### src/rtl/cam_pool2x2.sv
// 2x2 average pooling of a raster-order RGB pixel stream.
// Each pooled pixel is the truncated mean of one 2x2 block, with a registered valid/ready output stage.
module cam_pool2x2 #(
    parameter int COLS   = 64,
    parameter int ROWS   = 64,
    parameter int DATA_W = 16,
    localparam int CW  = $clog2(COLS),
    localparam int RW  = $clog2(ROWS),
    localparam int OCW = CW - 1,
    localparam int ORW = (RW > 1) ? RW - 1 : 1
) (
    input  logic              clk,
    input  logic              resetn,
    input  logic              in_valid_i,
    output logic              in_ready_o,
    input  logic              in_sof_i,
    input  logic [DATA_W-1:0] in_r_i,
    input  logic [DATA_W-1:0] in_g_i,
    input  logic [DATA_W-1:0] in_b_i,
    output logic              out_valid_o,
    input  logic              out_ready_i,
    output logic [DATA_W-1:0] out_r_o,
    output logic [DATA_W-1:0] out_g_o,
    output logic [DATA_W-1:0] out_b_o,
    output logic [OCW-1:0]    out_col_o,
    output logic [ORW-1:0]    out_row_o,
    output logic              out_eof_o,
    output logic              sof_err_o
);

    typedef enum logic {IDLE, RUN} state_t;

    state_t            state_reg;
    logic [CW-1:0]     col_reg;
    logic [RW-1:0]     row_reg;
    logic              sof_err_reg;
    logic              out_valid_reg;
    logic              out_eof_reg;
    logic [OCW-1:0]    out_col_reg;
    logic [ORW-1:0]    out_row_reg;

    logic              accept;
    logic              do_pix;
    logic              out_load;
    logic [CW-1:0]     eff_col;
    logic [RW-1:0]     eff_row;
    logic [OCW-1:0]    pair_idx;
    logic [DATA_W-1:0] pix [3];

    assign in_ready_o = ~out_valid_reg | out_ready_i;
    assign accept     = in_valid_i & in_ready_o;
    // A sof pixel is always processed as (0,0), whatever the counters held.
    assign do_pix     = accept & (in_sof_i | (state_reg == RUN));
    assign eff_col    = in_sof_i ? '0 : col_reg;
    assign eff_row    = in_sof_i ? '0 : row_reg;
    assign pair_idx   = eff_col[CW-1:1];
    assign out_load   = do_pix & eff_col[0] & eff_row[0];

    assign pix[0] = in_r_i;
    assign pix[1] = in_g_i;
    assign pix[2] = in_b_i;

    always_ff @(posedge clk) begin
        if (!resetn) begin
            state_reg   <= IDLE;
            col_reg     <= '0;
            row_reg     <= '0;
            sof_err_reg <= 1'b0;
        end else if (accept) begin
            if (in_sof_i) begin
                if (state_reg == RUN) sof_err_reg <= 1'b1;
                state_reg <= RUN;
                col_reg   <= CW'(1);
                row_reg   <= '0;
            end else if (state_reg == IDLE) begin
                sof_err_reg <= 1'b1;
            end else if (col_reg == CW'(COLS - 1)) begin
                col_reg <= '0;
                if (row_reg == RW'(ROWS - 1)) begin
                    row_reg   <= '0;
                    state_reg <= IDLE;
                end else begin
                    row_reg <= row_reg + 1'b1;
                end
            end else begin
                col_reg <= col_reg + 1'b1;
            end
        end
    end

    // A new result can only load when in_ready_o is high, so a stalled result is never overwritten.
    always_ff @(posedge clk) begin
        if (!resetn) begin
            out_valid_reg <= 1'b0;
            out_eof_reg   <= 1'b0;
            out_col_reg   <= '0;
            out_row_reg   <= '0;
        end else if (out_load) begin
            out_valid_reg <= 1'b1;
            out_col_reg   <= pair_idx;
            out_row_reg   <= ORW'(eff_row >> 1);
            out_eof_reg   <= (eff_col == CW'(COLS - 1)) && (eff_row == RW'(ROWS - 1));
        end else if (out_ready_i) begin
            out_valid_reg <= 1'b0;
            out_eof_reg   <= 1'b0;
        end
    end

    for (genvar gi = 0; gi < 3; gi++) begin : chan
        logic [DATA_W-1:0] hold_reg;
        logic [DATA_W:0]   lb_mem [COLS/2];
        logic [DATA_W:0]   lb_rd_reg;
        logic [DATA_W:0]   pair_sum;
        logic [DATA_W+1:0] quad_sum;
        logic [DATA_W-1:0] data_reg;

        assign pair_sum = {1'b0, hold_reg} + {1'b0, pix[gi]};
        assign quad_sum = {1'b0, pair_sum} + {1'b0, lb_rd_reg};

        // The line-buffer read is launched on the even-column pixel so it is ready for the odd one.
        always_ff @(posedge clk) begin
            if (do_pix && !eff_col[0]) begin
                hold_reg  <= pix[gi];
                lb_rd_reg <= lb_mem[pair_idx];
            end
            if (do_pix && eff_col[0] && !eff_row[0]) begin
                lb_mem[pair_idx] <= pair_sum;
            end
        end

        always_ff @(posedge clk) begin
            if (!resetn) begin
                data_reg <= '0;
            end else if (out_load) begin
                data_reg <= DATA_W'(quad_sum >> 2);
            end
        end
    end

    assign out_r_o     = chan[0].data_reg;
    assign out_g_o     = chan[1].data_reg;
    assign out_b_o     = chan[2].data_reg;
    assign out_valid_o = out_valid_reg;
    assign out_eof_o   = out_eof_reg;
    assign out_col_o   = out_col_reg;
    assign out_row_o   = out_row_reg;
    assign sof_err_o   = sof_err_reg;

endmodule

### config.mk
export PLATFORM = sky130hd
export DESIGN_NAME = cam_pool2x2
export DESIGN_NICKNAME = d
export VERILOG_FILES = /design/src/rtl/cam_pool2x2.sv
export SDC_FILE = /design/constraint.sdc
export NUM_CORES = 2
export LEC_CHECK = 0
export CORE_UTILIZATION = 56
export DETAILED_ROUTE_END_ITERATION = 8
export HOLD_SLACK_MARGIN = 0.12
export PLACE_DENSITY = 0.74
export SETUP_SLACK_MARGIN = 0.02
export SLEW_MARGIN = 20
export SYNTH_ARGS = -nofsm -noshare
export SYNTH_HDL_FRONTEND = slang
export SYNTH_SLANG_ARGS = --single-unit
### constraint.sdc
create_clock -name clk -period 6.9 [get_ports clk]
set_input_delay 0.69 -clock clk [delete_from_list [all_inputs] [get_ports clk]]
set_output_delay 0.69 -clock clk [all_outputs]
set_load 0.02 [all_outputs]
==> impl_results.md <==
* Port bufs at 114
* CTS tree: done
* Tightest Hold Check Type: reg2reg
* Initial antenna violation count at 3
* Sink Count at 1,805
* Rows at 128
* DRC at 0
* Max-slew violation count at 0
* Max reg flops at 1,632
* DRT antenna net count at 0
* Die area at 125,000 µm²
* Synth Flop Type: edfxtp_1
* Synth top area cells: edfxtp_1 (75%), a221oi_1 (4.8%), a22o_1 (4.5%)
* DR vias at 42,000
* RSZ-0062 raised after global routing: no
* R2r worst-path depth at 16
* CP Capture Type: flop
* Max Clock Freq at 203 MHz
* Switching share of power at 22.1%
* Worst-margin pin slew at 1.15 ns
* Combinational share of power at 6.7%
* Vias in the first global route at 40,500
* CP Data Arrival Time at 5.55 ns
* Synthesized flop and latch total at 1,805
* I/O pin count at 115
* GRT overflow at 0
* Max Cap Viol at 0
* Tmin final at 4.93 ns
* Nets at 4,390
* Clock skew at 0.0373 ns
* Pin count of the biggest net entering global routing at 161
* Drt via density at 7.00
* Register share of total power at 53.3%
* Met3 Resource Use GR at 8.71%
* Post-CTS setup buffer count at 0
* Die H at 354 µm
* Post-synth EDFFs at 1,731
* Layout overhead on the synthesized area at 14.0%
* Mapped Cells at 4,052
* CP max-delay cell: a21oi_1
* Non-Filler Instances at 5,994
* Syn_nets at 4,213
* DRT iter0 DRCs at 5,695
* Cell Chain, Critical Path: ha_2, fa_1, a21o_1, a21oi_1, o21bai_1, a21oi_1, o21ai_0, xor2_2, buf_4, ha_1, and3_1, a221o_1, a221o_1, a311oi_1, xor2_1, o21ai_0
* Seq/Total Area, Yosys at 77.0%
* PwrDens at 297 nW/µm²
* Placer Congestion at 0.882
* DR pass1 iterations at 6
* CORE AREA at 122,000 µm²
* Worst-path clk slew at 0.06 ns
* Synth area leader: edfxtp_1
* Synth warnings at 0
* Cts hold-fix bufs at 0
* Post-Syn Area at 69,400 µm²
* Met2 GRT Util at 47.1%
* Delay of the slowest cell on the worst path at 0.47 ns
* Run status: finished clean
* Worst setup path category: reg2reg
* Final setup viols at 0
* Post-cts gate resize count at 0
* Crit-path max FO at 33
* Top-count cell post-synth: edfxtp_1
* Gr usage total at 30.5%
* Clock tree buffer depth at 3
* Met1 usage at 41.5%
* Power Internal at 18.3 mW
* Fin. Hold Viols at 0
* Max-slew headroom at 23.1%
* Async SR Flop Fraction at 0%
* Starting Density at 56.7%
* Clock share of power at 40.0%
* Synth top cells by count: edfxtp_1 (1,731), a221oi_1 (380), a22o_1 (358)
* Layout cell share with drive strength beyond 1 at 12.2%
* Placed insts at 5,679
* Clock Tree Root: clkbuf_16
* Sum of negative setup slack at 0 ns
* Die X at 354 µm
* Avg Cell Area, Syn at 17.1 µm²
* Cts bufs inserted at 173
* WP data required at 7.52 ns
* GRT Max-Usage Layer: met2
* Psw at 5.20 mW
* Leak at 26.4 nW
* Hold Crit Depth at 2
* Final worst-path cycle share at 71.5%
* Synth top area share at 74.9%
* VDD IR-drop max at 0.270 mV
* First-pass GRT wire length at 278 mm
* Insertion delay of the later-clocked pin in the worst-skew pair at 0.80 ns
* Average routed wire per standard cell at 32.3 µm
* Post-synthesis cell type count at 69
* Hpwl dp at 101 mm
* Startpoint types: flop
* H-tree levels at 4
* WL final at 194 mm
critical path: cells and delay by family, from the launching register on:
family	cells	cell delay, ns
buf+inv	1	0.33
xor+xnor	2	0.33
simple gates	1	0.19
flops	1	0.38
compound gates	9	2.53
fa+ha+maj	3	0.98
path summary, 6_finish.rpt:
kind,start,end,slack [ns]
setup / recovery,chan[0].hold_reg[0],out_r_o[14],1.97
hold / removal,out_r_o[5],out_r_o[5],0.46
setup reg to reg,chan[0].hold_reg[0],out_r_o[14],1.97
hold reg to reg,out_r_o[5],out_r_o[5],0.46
logic make-up (layout without fill, tap and decap cells):
family | after synthesis | count (layout) | share of synthesized area, %
XOR/XNOR | 75 | 75 | 0.946
multiplexers | 39 | 39 | 0.725
AND/OR/NAND/NOR | 412 | 412 | 3.03
flip-flops | 1805 | 1805 | 77.0
adder cells (fa/ha/maj) | 108 | 108 | 1.98
buffers and inverters | 296 | 611 | 1.81
AO/OA/AOI/OAI | 1317 | 1317 | 14.5
other | 0 | 2 | 0
area by class of cell:
| cell class | count | area [µm²] |
|---|---|---|
| antenna | 2 | 5.00 |
| clock buffer | 221 | 4650 |
| clock inverter | 92 | 927 |
| fill | 8113 | 43200 |
| inverter | 32 | 120 |
| multi-input combinational | 1951 | 15400 |
| sequential | 1805 | 53500 |
| tap | 1625 | 2030 |
| timing repair buffer | 266 | 2560 |
power by group through the flow:
stage               Sequential [mW]  Combinational [mW]  Clock, mW
detailed placement             12.8                1.55          0
CTS                            12.5                1.56       9.44
floorplan                      12.8               0.915          0
global placement               12.8                1.51          0
finish                         12.5                1.58       9.41
global route                   12.5                1.70       9.83
per-stage QoR:
step	hold slack [ns]	cell area [µm²]	utilization (%)	power, mW	setup slack (ns)
final	0.457	79200	64.7	23.5	1.97
after global routing	0.478	79200	64.7	24.1	1.59
after CTS	0.450	79100	64.7	23.5	1.95
after detailed placement	0.442	73600	60.1	14.3	1.24
after global placement	0.442	73500	60.1	14.3	1.37
after floorplan	0.444	69400	-	13.7	0.836
cells in the final DEF (no fill, tap or decap), types with 35 or more instances in the layout:
master	synthesis	final
a221oi_1	380	380
o21ai_0	87	84
a22o_1	358	358
clkdlybuf4s50_1	0	114
a21oi_1	159	157
edfxtp_1	1731	1731
nand2_1	99	97
or4_1	45	45
nor2b_1	42	41
dfxtp_1	74	72
clkbuf_1	161	37
ha_1	105	103
buf_4	6	130
clkbuf_16	0	176
nor2_1	92	58
nor2_4	0	35
o22ai_1	179	179
metal layers:
layer  up-vias  wire length (µm)
met2      3181             89500
met5         -                49
met3       502             26000
met4         8              7450
li1      17400                 -
met1     20900             70700
(Power assumes the default switching activity.)
